==> config.mk <==
export PLATFORM = sky130hd
export DESIGN_NAME = clock_set_controller
export DESIGN_NICKNAME = d
export VERILOG_FILES = /design/src/rtl/clock_ctrl_pkg.sv /design/src/rtl/clock_tick_div.sv /design/src/rtl/clock_set_controller.sv
export SDC_FILE = /design/constraint.sdc
export NUM_CORES = 1
export LEC_CHECK = 0
export ABC_CLOCK_PERIOD_IN_PS = 3160
export CAP_MARGIN = 25
export CORE_MARGIN = 2
export CORE_UTILIZATION = 50
export DETAILED_ROUTE_END_ITERATION = 10
export GPL_ROUTABILITY_DRIVEN = 0
export HOLD_SLACK_MARGIN = 0.03
export PLACE_DENSITY_LB_ADDON = 0.2
export SLEW_MARGIN = 40
export SYNTH_ARGS = -nofsm -noshare
export SYNTH_HDL_FRONTEND = slang
export SYNTH_SLANG_ARGS = --single-unit
==> constraint.sdc <==
create_clock -name clk -period 3.16 [get_ports clk]
set_input_delay 0.316 -clock clk [delete_from_list [all_inputs] [get_ports clk]]
set_output_delay 0.316 -clock clk [all_outputs]
set_load 0.1 [all_outputs]
==> src/rtl/clock_ctrl_pkg.sv <==
// -----------------------------------------------------------------------------
// clock_ctrl_pkg
// Shared types and constants for the clock time-set controller.
//   ctrl_state_e   : controller FSM state (3 bits)
//   HOUR_*/MIN_*   : field widths and legal ranges of the 12-hour display
//   hour/min wrap  : helpers that step a field with wrap-around
// -----------------------------------------------------------------------------
package clock_ctrl_pkg;

    typedef enum logic [2:0] {
        StOff     = 3'd0,
        StRunning = 3'd1,
        StStopped = 3'd2,
        StSetHour = 3'd3,
        StSetMin  = 3'd4,
        StCommit  = 3'd5
    } ctrl_state_e;

    localparam int unsigned HOUR_W = 5;
    localparam int unsigned MIN_W  = 6;

    localparam logic [HOUR_W-1:0] HOUR_MIN = 5'd1;
    localparam logic [HOUR_W-1:0] HOUR_MAX = 5'd12;
    localparam logic [MIN_W-1:0]  MIN_MAX  = 6'd59;

    // Out-of-range values (0 or >12) are folded back into 1..12.
    function automatic logic [HOUR_W-1:0] hour_wrap_inc(input logic [HOUR_W-1:0] h);
        return (h >= HOUR_MAX) ? HOUR_MIN : h + HOUR_W'(1);
    endfunction

    function automatic logic [HOUR_W-1:0] hour_wrap_dec(input logic [HOUR_W-1:0] h);
        return (h <= HOUR_MIN || h > HOUR_MAX) ? HOUR_MAX : h - HOUR_W'(1);
    endfunction

    function automatic logic [MIN_W-1:0] min_wrap_inc(input logic [MIN_W-1:0] m);
        return (m >= MIN_MAX) ? '0 : m + MIN_W'(1);
    endfunction

    function automatic logic [MIN_W-1:0] min_wrap_dec(input logic [MIN_W-1:0] m);
        return (m == '0 || m > MIN_MAX) ? MIN_MAX : m - MIN_W'(1);
    endfunction

endpackage

==> src/rtl/clock_tick_div.sv <==
// -----------------------------------------------------------------------------
// clock_tick_div
// Free-running divider producing a one-cycle tick every CLK_FRQ/RATE_HZ enabled
// clock cycles.
//   clk, rst_n : clock, asynchronous active-low reset
//   clr        : restart the period (count back to zero), overrides en
//   en         : count enable
//   tick       : high on the last cycle of each period
// -----------------------------------------------------------------------------
module clock_tick_div #(
    parameter int unsigned CLK_FRQ = 100000000,
    parameter int unsigned RATE_HZ = 1
) (
    input  logic clk,
    input  logic rst_n,
    input  logic clr,
    input  logic en,
    output logic tick
);

    localparam int unsigned Period = (CLK_FRQ / RATE_HZ > 0) ? CLK_FRQ / RATE_HZ : 1;
    localparam int unsigned CntW   = (Period > 1) ? $clog2(Period) : 1;
    localparam logic [CntW-1:0] CntLast = CntW'(Period - 1);

    logic [CntW-1:0] r_cnt;

    always_ff @(posedge clk or negedge rst_n) begin
        if (!rst_n) begin
            r_cnt <= '0;
        end else if (clr) begin
            r_cnt <= '0;
        end else if (en) begin
            if (r_cnt == CntLast) begin
                r_cnt <= '0;
            end else begin
                r_cnt <= r_cnt + CntW'(1);
            end
        end
    end

    assign tick = en && !clr && (r_cnt == CntLast);

endmodule

==> src/rtl/clock_set_controller.sv <==
// -----------------------------------------------------------------------------
// clock_set_controller
// Button front-end for the 12-hour clock core: run/stop pulses, and the
// hour -> minute -> commit time-set sequence with a shadow copy of the time.
// Optional feature macro: CLK_SET_TIMEOUT_EN (auto-commit after TIMEOUT_SEC
// seconds without a button while setting).
//   clk, rst_n                      : clock, asynchronous active-low reset
//   btn_run/mode/up/down            : single-cycle debounced button pulses
//   cur_hour, cur_minute            : live time from the core
//   clk_start, clk_stop             : single-cycle pulses to the core
//   clk_edit                        : edit level; core copies e_hour/e_minute
//   e_hour, e_minute                : shadow time being edited
//   sel_hour, sel_min               : field being edited
//   blink                           : display blank-enable
// -----------------------------------------------------------------------------
module clock_set_controller
    import clock_ctrl_pkg::*;
#(
    parameter int unsigned CLK_FRQ     = 100000000,
    parameter int unsigned BLINK_HZ    = 2,
    parameter int unsigned TIMEOUT_SEC = 10
) (
    input  logic              clk,
    input  logic              rst_n,
    input  logic              btn_run,
    input  logic              btn_mode,
    input  logic              btn_up,
    input  logic              btn_down,
    input  logic [HOUR_W-1:0] cur_hour,
    input  logic [MIN_W-1:0]  cur_minute,
    output logic              clk_start,
    output logic              clk_stop,
    output logic              clk_edit,
    output logic [HOUR_W-1:0] e_hour,
    output logic [MIN_W-1:0]  e_minute,
    output logic              sel_hour,
    output logic              sel_min,
    output logic              blink
);

    if (TIMEOUT_SEC == 0) begin : g_bad_timeout
        $error("TIMEOUT_SEC must be at least 1");
    end
    if (CLK_FRQ < 2 * BLINK_HZ || BLINK_HZ == 0) begin : g_bad_blink
        $error("CLK_FRQ must be at least 2*BLINK_HZ and BLINK_HZ nonzero");
    end

    ctrl_state_e r_state, w_state_d;

    logic              r_clk_start, r_clk_stop, r_clk_edit, r_sel_hour, r_sel_min, r_blink;
    logic [HOUR_W-1:0] r_e_hour;
    logic [MIN_W-1:0]  r_e_minute;

    logic              w_clk_start_d, w_clk_stop_d, w_clk_edit_d;
    logic              w_sel_hour_d, w_sel_min_d, w_blink_d;
    logic [HOUR_W-1:0] w_e_hour_d;
    logic [MIN_W-1:0]  w_e_minute_d;

    logic w_in_set_q, w_in_set_d, w_enter_set, w_blink_tick, w_timeout;
    logic w_up, w_down;

    assign w_in_set_q  = (r_state == StSetHour) || (r_state == StSetMin);
    assign w_in_set_d  = (w_state_d == StSetHour) || (w_state_d == StSetMin);
    // Any move into a SET_* state (including hour -> minute) restarts blinking.
    assign w_enter_set = w_in_set_d && (w_state_d != r_state);
    // Simultaneous up and down cancel out.
    assign w_up        = btn_up && !btn_down;
    assign w_down      = btn_down && !btn_up;

    clock_tick_div #(
        .CLK_FRQ (CLK_FRQ),
        .RATE_HZ (2 * BLINK_HZ)
    ) u_blink_div (
        .clk   (clk),
        .rst_n (rst_n),
        .clr   (w_enter_set),
        .en    (w_in_set_q),
        .tick  (w_blink_tick)
    );

`ifdef CLK_SET_TIMEOUT_EN
    localparam int unsigned IdleW = $clog2(TIMEOUT_SEC + 1);

    logic             w_any_btn, w_idle_clr, w_sec_tick;
    logic [IdleW-1:0] r_idle_sec;

    assign w_any_btn  = btn_run || btn_mode || btn_up || btn_down;
    // Entry into SET_* always comes from a non-set state or a button, so this
    // also restarts the count on entry without looping through w_state_d.
    assign w_idle_clr = w_any_btn || !w_in_set_q;

    clock_tick_div #(
        .CLK_FRQ (CLK_FRQ),
        .RATE_HZ (1)
    ) u_sec_div (
        .clk   (clk),
        .rst_n (rst_n),
        .clr   (w_idle_clr),
        .en    (w_in_set_q),
        .tick  (w_sec_tick)
    );

    always_ff @(posedge clk or negedge rst_n) begin
        if (!rst_n) begin
            r_idle_sec <= '0;
        end else if (w_idle_clr) begin
            r_idle_sec <= '0;
        end else if (w_sec_tick) begin
            r_idle_sec <= r_idle_sec + IdleW'(1);
        end
    end

    assign w_timeout = w_sec_tick && (r_idle_sec == IdleW'(TIMEOUT_SEC - 1));
`else
    assign w_timeout = 1'b0;
`endif

    // State register
    always_ff @(posedge clk or negedge rst_n) begin
        if (!rst_n) begin
            r_state <= StOff;
        end else begin
            r_state <= w_state_d;
        end
    end

    // Next state; run > mode > up > down
    always_comb begin
        w_state_d = r_state;
        unique case (r_state)
            StOff, StStopped: begin
                if (btn_run)       w_state_d = StRunning;
                else if (btn_mode) w_state_d = StSetHour;
            end
            StRunning: begin
                if (btn_run)       w_state_d = StStopped;
                else if (btn_mode) w_state_d = StSetHour;
            end
            StSetHour: begin
                if (btn_run)        w_state_d = StCommit;
                else if (btn_mode)  w_state_d = StSetMin;
                else if (w_timeout) w_state_d = StCommit;
            end
            StSetMin: begin
                if (btn_run || btn_mode || w_timeout) w_state_d = StCommit;
            end
            StCommit: w_state_d = StRunning;
            default:  w_state_d = StOff;
        endcase
    end

    // Next output values, registered below
    always_comb begin
        w_clk_start_d = ((w_state_d == StRunning) && ((r_state == StOff) || (r_state == StStopped)))
                        || (w_state_d == StCommit);
        w_clk_stop_d  = (r_state == StRunning) && (w_state_d == StStopped);
        w_clk_edit_d  = w_in_set_d || (w_state_d == StCommit);
        w_sel_hour_d  = (w_state_d == StSetHour);
        w_sel_min_d   = (w_state_d == StSetMin);

        w_e_hour_d   = r_e_hour;
        w_e_minute_d = r_e_minute;
        if (!w_in_set_q && !(r_state == StCommit) && (w_state_d == StSetHour)) begin
            w_e_hour_d   = (cur_hour == '0) ? HOUR_MAX : cur_hour;
            w_e_minute_d = cur_minute;
        end else if ((r_state == StSetHour) && (w_state_d == StSetHour)) begin
            if (w_up)        w_e_hour_d = hour_wrap_inc(r_e_hour);
            else if (w_down) w_e_hour_d = hour_wrap_dec(r_e_hour);
        end else if ((r_state == StSetMin) && (w_state_d == StSetMin)) begin
            if (w_up)        w_e_minute_d = min_wrap_inc(r_e_minute);
            else if (w_down) w_e_minute_d = min_wrap_dec(r_e_minute);
        end

        if (!w_in_set_d)       w_blink_d = 1'b1;
        else if (w_enter_set)  w_blink_d = 1'b0;
        else if (w_blink_tick) w_blink_d = ~r_blink;
        else                   w_blink_d = r_blink;
    end

    always_ff @(posedge clk or negedge rst_n) begin
        if (!rst_n) begin
            r_clk_start <= 1'b0;
            r_clk_stop  <= 1'b0;
            r_clk_edit  <= 1'b0;
            r_e_hour    <= HOUR_MAX;
            r_e_minute  <= '0;
            r_sel_hour  <= 1'b0;
            r_sel_min   <= 1'b0;
            r_blink     <= 1'b1;
        end else begin
            r_clk_start <= w_clk_start_d;
            r_clk_stop  <= w_clk_stop_d;
            r_clk_edit  <= w_clk_edit_d;
            r_e_hour    <= w_e_hour_d;
            r_e_minute  <= w_e_minute_d;
            r_sel_hour  <= w_sel_hour_d;
            r_sel_min   <= w_sel_min_d;
            r_blink     <= w_blink_d;
        end
    end

    assign clk_start = r_clk_start;
    assign clk_stop  = r_clk_stop;
    assign clk_edit  = r_clk_edit;
    assign e_hour    = r_e_hour;
    assign e_minute  = r_e_minute;
    assign sel_hour  = r_sel_hour;
    assign sel_min   = r_sel_min;
    assign blink     = r_blink;

endmodule
# After elaboration in Yosys (flattened, before gate mapping)
# Index checks and enable logic that the tools add are counted.
[totals]
reg_bits = 45
out_inout_bits = 17
wordCells = 96
[op_classes]
addsub = 5
magnitude_cmp = 5
eq_ne = 14
mux = 27
bitwise = 1
n_reduce_logical = 34
[op_table]
columns = ["cell", "count"]
rows = [
  ["$mux 25", 3],
  ["$mux 6", 7],
  ["$mux 5", 7],
  ["$add 25x1->25 const B", 1],
  ["$eq 25x25->1 const B", 1],
  ["$mux 3", 6],
  ["$pmux 3 s5", 1],
  ["$eq 3x2->1 const B", 4],
  ["$eq 3x3->1 const B", 4],
  ["$logic_and 1x1->1", 11],
  ["$logic_or 1x1->1", 8],
  ["$add 6x1->6 const B", 1],
  ["$eq 3x1->1 const B", 2],
  ["$ge 6x6->1 const B", 1],
  ["$gt 6x6->1 const B", 1],
  ["$logic_not 6->1", 1],
  ["$reduce_bool 2->1", 3],
  ["$sub 6x1->6 const B", 1],
  ["$add 5x1->5 const B", 1],
  ["$ge 5x4->1 const B", 1],
  ["$gt 5x4->1 const B", 1],
  ["$le 5x1->1 const B", 1],
  ["$logic_not 1->1", 5],
  ["$logic_not 5->1", 1],
  ["11 further kinds", 13],
]

# Logic depth before layout (Yosys ltp)
[logic_depth]
ltp_word = 12
mapped_depth = 8
mapped_depth_nobuf = 7

# Modules after synthesis
# A second synthesis with hierarchy kept.
[unflattened]
hier_cells = 342
hier_area_um2 = 2964.1
[by_module_without_submodules]
columns = ["module", "instances", "cells_per_inst", "area_per_inst_um2", "seq_area_each_um2"]
rows = [
  ["clock_set_controller", 1, 179, 1500.2, 504.2],
  ["clock_tick_div", 1, 163, 1463.9, 625.6],
]

# Worst setup path after synthesis
# No wires, ideal clock.
[synth_timing]
path_type = "register -> register"
from = "reg r_e_hour[1], in the netlist e_hour[1]"
to = "reg r_e_hour[1], in the netlist e_hour[1]"
t_arrival_ps = 2543
path_slack_ps = 534
stages_incl_launch_ff = 8
path_buffers = 0
path_cell_list = "dfrtp_1 -> inv_1 -> ha_1 -> o21bai_1 -> a2111oi_0 -> nor2b_1 -> a311oi_1 -> o21ai_0"
[synth_between]
elab_chain_len = 7
elab_cells_between_ends = 12
cone_classes = "add/sub (2); order compare (3); mux (6); reduce/logical (1)"
[synth_rtl]
columns = ["element", "line", "text"]
rows = [
  ["from (decl)", "clock_set_controller.sv:51", "logic [HOUR_W-1:0] r_e_hour;"],
  ["from (signal assigned)", "clock_set_controller.sv:194", "r_e_hour <= w_e_hour_d;"],
  ["$le 5x1->1 or $gt 5x4->1 (tied branches)", "clock_ctrl_pkg.sv:32", "return (h <= HOUR_MIN || h > HOUR_MAX) ? HOUR_MAX : h - HOUR_W'(1);"],
  ["$logic_or 1x1->1", "clock_ctrl_pkg.sv:32", ""],
  ["$mux 5", "clock_ctrl_pkg.sv:32", ""],
  ["$mux 5", "clock_set_controller.sv:168", "else if (w_down) w_e_hour_d = hour_wrap_dec(r_e_hour);"],
  ["$mux 5 *", "clock_set_controller.sv:167", "if (w_up) w_e_hour_d = hour_wrap_inc(r_e_hour);"],
  ["$mux 5 *", "clock_set_controller.sv:166", "end else if ((r_state == StSetHour) && (w_state_d == StSetHour)) begin"],
  ["$mux 5 *", "clock_set_controller.sv:163", "if (!w_in_set_q && !(r_state == StCommit) && (w_state_d == StSetHour)) begin"],
]
# Every way passes the cells marked *; elsewhere a longest branch is shown, timed or not. The select of a mux whose other input is x is not followed.
# A chain may end at the register's enable or synchronous reset.

# Final worst setup path
[layout_timing]
from = "in btn_run"
to = "reg u_blink_div.r_cnt[22]"
[layout_between]
elab_chain_len = 7
elab_cells_between_ends = 13
cone_classes = "eq/ne (3); mux (6); reduce/logical (4)"
[layout_rtl]
columns = ["element", "line", "text"]
rows = [
  ["from (decl)", "clock_set_controller.sv:25", "input logic btn_run,"],
  ["$logic_or 1x1->1", "clock_set_controller.sv:145", "if (btn_run || btn_mode || w_timeout) w_state_d = StCommit;"],
  ["$mux 3", "clock_set_controller.sv:145", ""],
  ["$pmux 3 s5 *", "clock_set_controller.sv:130", "unique case (r_state)"],
  ["$eq 3x2->1 or $eq 3x3->1 (tied branches)", "clock_set_controller.sv:63", "assign w_in_set_d = (w_state_d == StSetHour) || (w_state_d == StSetMin);"],
  ["$logic_or 1x1->1", "clock_set_controller.sv:63", ""],
  ["$logic_and 1x1->1 *", "clock_set_controller.sv:65", "assign w_enter_set = w_in_set_d && (w_state_d != r_state);"],
  ["$mux 25 or $reduce_bool 2->1 (tied branches)", "--", ""],
  ["to (signal assigned)", "clock_tick_div.sv:36", "r_cnt <= r_cnt + CntW'(1);"],
  ["to (decl)", "clock_tick_div.sv:25", "logic [CntW-1:0] r_cnt;"],
]
# Every way passes the cells marked *; elsewhere a longest branch is shown, timed or not.

==> metrics.md <==
| Metric | Value |
|---|---|
| Status | completed |
| Max clock buf depth | 2 |
| Post-Syn Nets | 382 |
| Largest net degree at the start of global routing | 46 |
| Grt ovf | 0 |
| Yosys cell types | 56 |
| Synth Area in XOR/XNOR | 0.00296 |
| Quantity of gates resized following cts | 0 |
| Worst skew pair latency | 0.30 ns |
| Worst setup skew after layout | 0.0141 ns |
| WP depth | 7 |
| Crit path buf inv count | 2 |
| DRT antenna net count | 0 |
| Pwr per Cell Area | 994 nW/um^2 |
| Seq cells post-synth | 45 |
| Core area | 5820 um^2 |
| Synthesized-area fraction occupied by adder cells | 0.0339 |
| Area taken by flip-flops and latches | 1130 um^2 |
| GRT Resource Usage Total | 0.227 |
| Violation count after the first detailed-route iteration | 131 |
| Arrival time reported for the critical path endpoint | 2.74 ns |
| Number of search-and-repair iterations in the first detailed-routing pass | 4 |
| H-tree depth reported by CTS | 2 |
| Fraction of the cycle the final worst path needs | 0.793 |
| CP endpoint | u_blink_div.r_cnt[22] |
| Final Core Density | 0.576 |
| Clock buffers created by TritonCTS | 5 |
| Starting density of the core | 0.508 |
| Row cnt | 28 |
| Crit path max-delay cell type | sky130_fd_sc_hd__clkdlybuf4s50_1 |
| Total clock sinks | 45 |
| Routed WL per cell | 15.7 um |
| First-pass GRT wire length | 11,900 um |
| Register-to-Register Setup Slack | 0.87 ns |
| Final setup violation count | 0 |
| Final critical delay including setup and external delays | 2.51 ns |
| R2r startpoint | r_state[1] |
| Die outline area | 6540 um^2 |
| Count of input and output buffers | 33 |
| Worst vdd rail ir drop | 0.734 mV |
| Post-detailed-placement half-perimeter wirelength | 4890 um |
| Synthesized area per cell | 8.28 um^2 |
| Cells along the critical path | clkdlybuf4s50_1 > nand2b_1 > a21oi_1 > nor2_1 > inv_1 > o211ai_1 > nor2b_1 |
| Final hold violations | 0 |
| Critical path origin | btn_run |
| Multi-input combinational cell area | 1680 um^2 |
| Data required, critical path | 3.39 ns |
| Largest stage delay on the critical path | 0.68 ns |
| Layout cell share with drive strength beyond 1 | 0.0981 |
| Slew Viols, Final | 0 |
| FMAX | 0.399 GHz |
| Final nets | 401 |
| Via total after detailed routing | 2,814 |
| Setup repair after global routing missed its margin | false |
| TritonCTS clock tree | yes |
| Reg-to-reg critical path endpoint | u_blink_div.r_cnt[22] |
| Number of warning messages in the yosys log | 0 |
| Endpoint class of the critical path | register |
| Synthesized instance count | 357 |
| Post-Route WL | 7070 um |
| Worst Hold Class | register to register |
| Post-Place Cells | 443 |
| Synthesized-area fraction occupied by ao, oa, aoi and oai cells | 0.266 |
| Number of enable-type register cells in the synthesized netlist | 0 |
| Flip-flop cell with the highest count after synthesis | sky130_fd_sc_hd__dfrtp_1 |
| Overall power consumption | 0.00333 W |
| Kind of critical path | input port to register |
| Count of maximum capacitance violations | 0 |
| Via/cell ratio | 6.23 |
| Layout overhead on the synthesized area | 13.4% |
| Post-route insts no fill | 452 |
| Via count of the first global-routing pass | 2,510 |
| Kind of launch point of the worst setup path | input port |
| Vert. Die Dim | 80.9 um |
| Proportion of synthesized chip area in sequential cells | 0.382 |
| Family of cells with the greatest summed delay on the critical path | buffers and inverters |
| Relative slew slack | 0.482 |
| Antenna violations before repair | 0 |
| Count of cells along the worst register-to-register path | 5 |
| Fraction of synthesized area in multiplexers | 0.00339 |
| Final-layout setup total negative slack | 0 ns |
| Simple-gate share of the synthesized area | 0.258 |
| Final-layout fill cell count | 550 |
| Post-synthesis instance area | 2960 um^2 |
| CTS Root Buffer Type | sky130_fd_sc_hd__clkbuf_8 |
| Clock-pin slew reported for the worst setup and hold paths after clock tree synthesis | 0.09 ns |
| Async SR Flop Fraction | 1.00 |
| Boundary pin count | 34 |
| Largest family of logic cells by synthesized area | compound AO/OA/AOI/OAI gates |
| Die width | 80.9 um |
| Leakage power total | 1.35 nW |
| Slew at the pin closest to its max-slew limit | 0.775 ns |
| Drt drc | 0 |
| Ant. Diodes | 0 |
| Largest fanout of any net on the critical path | 15 |
==> layout make-up <==
type,instances,area share
sequential,45,0.337
multi-input combinational,273,0.500
tap,75,0.0280
timing repair buffer,35,0.0851
clock inverter,2,0.0105
clock buffer,6,0.0216
inverter,16,0.0179
==> how the worst min path moves through the flow <==
stage | start | endpoint | slack (ns) | cells after the start
4_1_cts | u_blink_div.r_cnt[21] | u_blink_div.r_cnt[21] | 0.52 | 1
6_report | u_blink_div.r_cnt[13] | u_blink_div.r_cnt[13] | 0.52 | 1
5_1_grt | u_blink_div.r_cnt[13] | u_blink_div.r_cnt[13] | 0.55 | 1
2_1_floorplan | rst_n | clk_edit | 0.02 | 0
3_5_place_dp | rst_n | clk_edit | 0.35 | 1
3_3_place_gp | u_blink_div.r_cnt[21] | u_blink_div.r_cnt[21] | 0.50 | 1
==> where the power goes <==
| part | total, W | internal [W] | switching (W) |
|---|---|---|---|
| clock network | 0.000429 | 0.000235 | 0.000194 |
| logic | 0.00189 | 0.000504 | 0.00138 |
| registers | 0.00102 | 0.000727 | 0.000290 |
==> Yosys cell counts (2+ instances only) <==
master	n	area (um^2)
sky130_fd_sc_hd__o21bai_1	6	45.0
sky130_fd_sc_hd__nor2_1	25	93.8
sky130_fd_sc_hd__a21o_1	2	15.0
sky130_fd_sc_hd__a311oi_1	2	17.5
sky130_fd_sc_hd__a22o_1	2	17.5
sky130_fd_sc_hd__nand3_1	16	80.1
sky130_fd_sc_hd__dfrtp_1	42	1050
sky130_fd_sc_hd__and2_1	3	18.8
sky130_fd_sc_hd__o31ai_1	3	22.5
sky130_fd_sc_hd__a21oi_1	29	145
sky130_fd_sc_hd__nor4_1	9	56.3
sky130_fd_sc_hd__a2111oi_0	3	26.3
sky130_fd_sc_hd__buf_2	3	15.0
sky130_fd_sc_hd__clkbuf_1	19	71.3
sky130_fd_sc_hd__a22oi_1	3	22.5
sky130_fd_sc_hd__o21ai_0	22	110
sky130_fd_sc_hd__dfstp_2	3	78.8
sky130_fd_sc_hd__o221ai_1	4	35.0
sky130_fd_sc_hd__nor3_1	12	60.1
sky130_fd_sc_hd__o211ai_1	7	52.6
sky130_fd_sc_hd__ha_1	8	100
sky130_fd_sc_hd__nand2b_1	8	50.1
sky130_fd_sc_hd__nand3b_1	2	15.0
sky130_fd_sc_hd__a211o_1	2	17.5
sky130_fd_sc_hd__a31oi_1	22	138
sky130_fd_sc_hd__and3_1	9	56.3
sky130_fd_sc_hd__or3_1	5	31.3
sky130_fd_sc_hd__nand2_1	25	93.8
sky130_fd_sc_hd__o22ai_1	2	12.5
sky130_fd_sc_hd__nand4_1	11	68.8
sky130_fd_sc_hd__nor2b_1	8	50.1
sky130_fd_sc_hd__inv_1	16	60.1
==> cell usage in the layout (no fill, tap or decap), types with 3 or more instances in the layout <==
cell	synthesis	layout
sky130_fd_sc_hd__ha_1	8	8
sky130_fd_sc_hd__a31oi_1	22	22
sky130_fd_sc_hd__buf_2	3	7
sky130_fd_sc_hd__nor2_1	25	25
sky130_fd_sc_hd__clkdlybuf4s50_1	0	15
sky130_fd_sc_hd__dfstp_2	3	3
sky130_fd_sc_hd__nor3_1	12	12
sky130_fd_sc_hd__o211ai_1	7	7
sky130_fd_sc_hd__and3_1	9	9
sky130_fd_sc_hd__and2_1	3	3
sky130_fd_sc_hd__clkbuf_8	0	5
sky130_fd_sc_hd__inv_1	16	16
sky130_fd_sc_hd__buf_4	0	12
sky130_fd_sc_hd__o21bai_1	6	6
sky130_fd_sc_hd__nand4_1	11	11
sky130_fd_sc_hd__o21ai_0	22	22
sky130_fd_sc_hd__nand3_1	16	16
sky130_fd_sc_hd__nand2_1	25	25
sky130_fd_sc_hd__nor2b_1	8	8
sky130_fd_sc_hd__nand2b_1	8	8
sky130_fd_sc_hd__a22oi_1	3	3
sky130_fd_sc_hd__or3_1	5	5
sky130_fd_sc_hd__nor4_1	9	8
sky130_fd_sc_hd__o31ai_1	3	3
sky130_fd_sc_hd__dfrtp_1	42	42
sky130_fd_sc_hd__o221ai_1	4	4
sky130_fd_sc_hd__a21oi_1	29	29
==> flip-flops by register name, indices dropped and copies added (netlist names) <==
name,flops
blink,1
clk_edit,1
clk_start,1
clk_stop,1
e_hour,5
e_minute,6
r_state,3
sel_hour,1
sel_min,1
u_blink_div.r_cnt,25
==> through the flow <==
stage / hold WS (ns) / cell area, um^2 / setup WS (ns)
after floorplan: 0.0204 / 2960 / 0.534
after global placement: 0.497 / 3260 / 0.481
after detailed placement: 0.354 / 3230 / 0.326
after CTS: 0.519 / 3340 / 0.670
after global routing: 0.550 / 3350 / 0.520
final: 0.523 / 3350 / 0.654
==> cells by family (layout without fill, tap and decap cells) <==
logic type / count (synthesis) / after routing
compound gates: 122 / 122
flops: 45 / 45
simple gates: 141 / 141
buf+inv: 39 / 59
mux: 1 / 1
fa+ha+maj: 8 / 8
xor+xnor: 1 / 1
==> what timing repair did <==
action	CTS	global route
hold endpoints to repair	13	0
setup buffers	0	0
hold buffers	1	0
setup endpoints to repair	0	0
==> per-layer routing <==
layer / up-vias / global-route usage / share of wire
met5: - / 0 / 0
met4: 0 / 0.0441 / 0.0030
met3: 2 / 0.0356 / 0.037
met2: 56 / 0.383 / 0.50
met1: 1372 / 0.312 / 0.46
li1: 1384 / - / -
Power figures use the tool's default switching activity.
==> edit: new RTL, same flow settings <==
Register the output `e_hour` once more, cleared by the reset; this adds one clock of latency there. The other outputs are not delayed to match.
--- a/src/rtl/clock_set_controller.sv
+++ b/src/rtl/clock_set_controller.sv
@@ -204,3 +204,9 @@
     assign clk_edit  = r_clk_edit;
-    assign e_hour    = r_e_hour;
+    always_ff @(posedge clk or negedge rst_n) begin
+        if (!rst_n) begin
+            e_hour <= '0;
+        end else begin
+            e_hour <= r_e_hour;
+        end
+    end
     assign e_minute  = r_e_minute;
Function: changed (a bounded check fails within 4 cycles, from zero or initial values and one cycle with rst_n low).
==> edit against the unedited design <==
  * Wire length grew 2.4%
  * Total power up 0.99%
  * Synthesized cell count unchanged
  * Global-route usage down 1.5 points
  * Area after synthesis rose by 6.0%
  * Design area increased by 6.9%
  * Sequential cell count rose by 5
  * Worst setup slack improved by 0.22 ns
  * Critical endpoint is now u_blink_div.r_cnt[14]
  * Largest cell class unchanged
==> edit: results (changes against the unedited design) <==
Result of the run: finished clean (unchanged). Most common library cells after synthesis: dfrtp_1, a21oi_1, nand2_1, nand3_1, nor2_1 (was dfrtp_1, a21oi_1, nand2_1, nor2_1). The worst hold endpoint is e_hour[2] (was u_blink_div.r_cnt[13]). The pin count of the biggest net entering global routing came to 45 (was 46). The largest clock skew in the final design is 0.00950 ns (was 0.0141 ns). The iteration-0 DRC count of the detailed router was 363 (was 131). The count of different cell masters after synthesis is 55 (was 56). The via count of the first global-routing pass came out at 2522 (was 2510). The startpoint of the worst-slack reg-to-reg timing path was u_blink_div.r_cnt[15] (was r_state[1]). The critical path startpoint category is a register (was primary input). The data arrival time at the worst-slack endpoint came out at 2.48 ns (was 2.74 ns). The slowest cell on the critical path was or3b_2 (was clkdlybuf4s50_1).

The proportion of netlist area held by the largest area contributor came out at 37.6% (was 35.6%). The peak fanout along the critical path came to 44 (was 15). The global router's overall resource usage came out at 21.2% (was 22.7%). Top cells by area, synth: dfrtp_1, a31oi_1, a21oi_1 (was dfrtp_1, a21oi_1, a31oi_1). The share of layout cells above drive strength 1 came out at 11.7% (was 9.81%). The worst hold path stage count was 0 (was 1). The static leakage power was 1.51 nW (was 1.35 nW). The peak ir drop on the vdd network came to 0.000811 V (was 0.000734 V).

The global-route wire length before repair is 12.4 mm (was 11.9 mm). The family with the most delay on the worst path is simple AND/OR/NAND/NOR gates (was buffers and inverters). The number of cell instances on the worst register-to-register path is 6 (was 5). The first-pass iteration count of the detailed router is 6 (was 4). The number of nets in the final layout is 409 (was 401). The post-detailed-route wirelength per cell came out at 15.7 um (about the same). The via count normalized by instance count came out at 6.37 (was 6.23). The setup slack after placement is 0.644 ns (was 0.326 ns). The sequential element share of the synthesized area is 40.1% (was 38.2%). The reg2reg setup slack came out at 0.87 ns (about the same). The post-CTS setup buffer count is 0 (unchanged). The post-DP HPWL came to 5.03 mm (was 4.89 mm). The endpoint of the lowest-slack register-to-register path is u_blink_div.r_cnt[14] (was u_blink_div.r_cnt[22]). The start point of the worst min-delay path is r_e_hour[2] (was u_blink_div.r_cnt[13]). The area after detailed placement came out at 3430 um^2 (was 3230 um^2).
-- edit: cell types whose count changed after synthesis, moves of 5 or more --
| cell | before | now |
|---|---|---|
| clkbuf_1 | 19 | 13 |
| or3_1 | 5 | 0 |
| a41oi_1 | 1 | 7 |
| dfrtp_1 | 42 | 47 |
| o21bai_1 | 6 | 1 |
| nand3_1 | 16 | 23 |
-- edit: worst reg2reg max path, cell delays in order (launching register included) --
cell and delay [ns]:
dfrtp_1 0.44, or3b_2 0.52, nor4_4 0.36, a21oi_2 0.09, buf_4 0.27, and3_1 0.23
a221o_1 0.26
-- edit: logic make-up after synthesis --
kind of cell	after synthesis	synth area share (%)
compound gates	113	23.5
xor+xnor	5	1.40
fa+ha+maj	8	3.20
buf+inv	38	5.43
flops	50	40.1
mux	3	0.999
simple gates	140	25.4
-- edit: metrics by stage --
step | power [mW] | cells
floorplan | 2.46 | 357
global placement | 2.84 | 451
detailed placement | 2.80 | 451
CTS | 3.37 | 460
global route | 3.57 | 460
finish | 3.36 | 460
-- edit: worst max path at each step --
stage,endpoint,slack [ns],cells past startpoint
6_report,u_blink_div.r_cnt[14],0.87,6
5_1_grt,e_minute[1],0.74,6
4_1_cts,u_blink_div.r_cnt[14],0.88,6
3_5_place_dp,e_minute[1],0.64,6
3_3_place_gp,e_minute[1],0.70,6
2_1_floorplan,e_minute[1],0.75,7
-- edit: area by class of cell --
cell class,instances,area (um^2)
inverters,18,67.6
clock buffers,6,82.6
flip-flops and latches,50,1250
well taps,75,93.8
clock inverters,2,60.1
repair buffers,40,313
multi-input cells,269,1710
fillers,525,2410
-- edit: power by group --
part	switching [mW]	total (mW)	internal (mW)
Combinational	1.30	1.75	0.453
Clock	0.211	0.548	0.338
Sequential	0.256	1.07	0.811
-- edit: routing by layer --
metal	share of wire, %	global-route usage [%]
met1	48	32.3
met2	46	32.8
met3	5.6	3.08
met4	0.64	3.58
met5	0	0
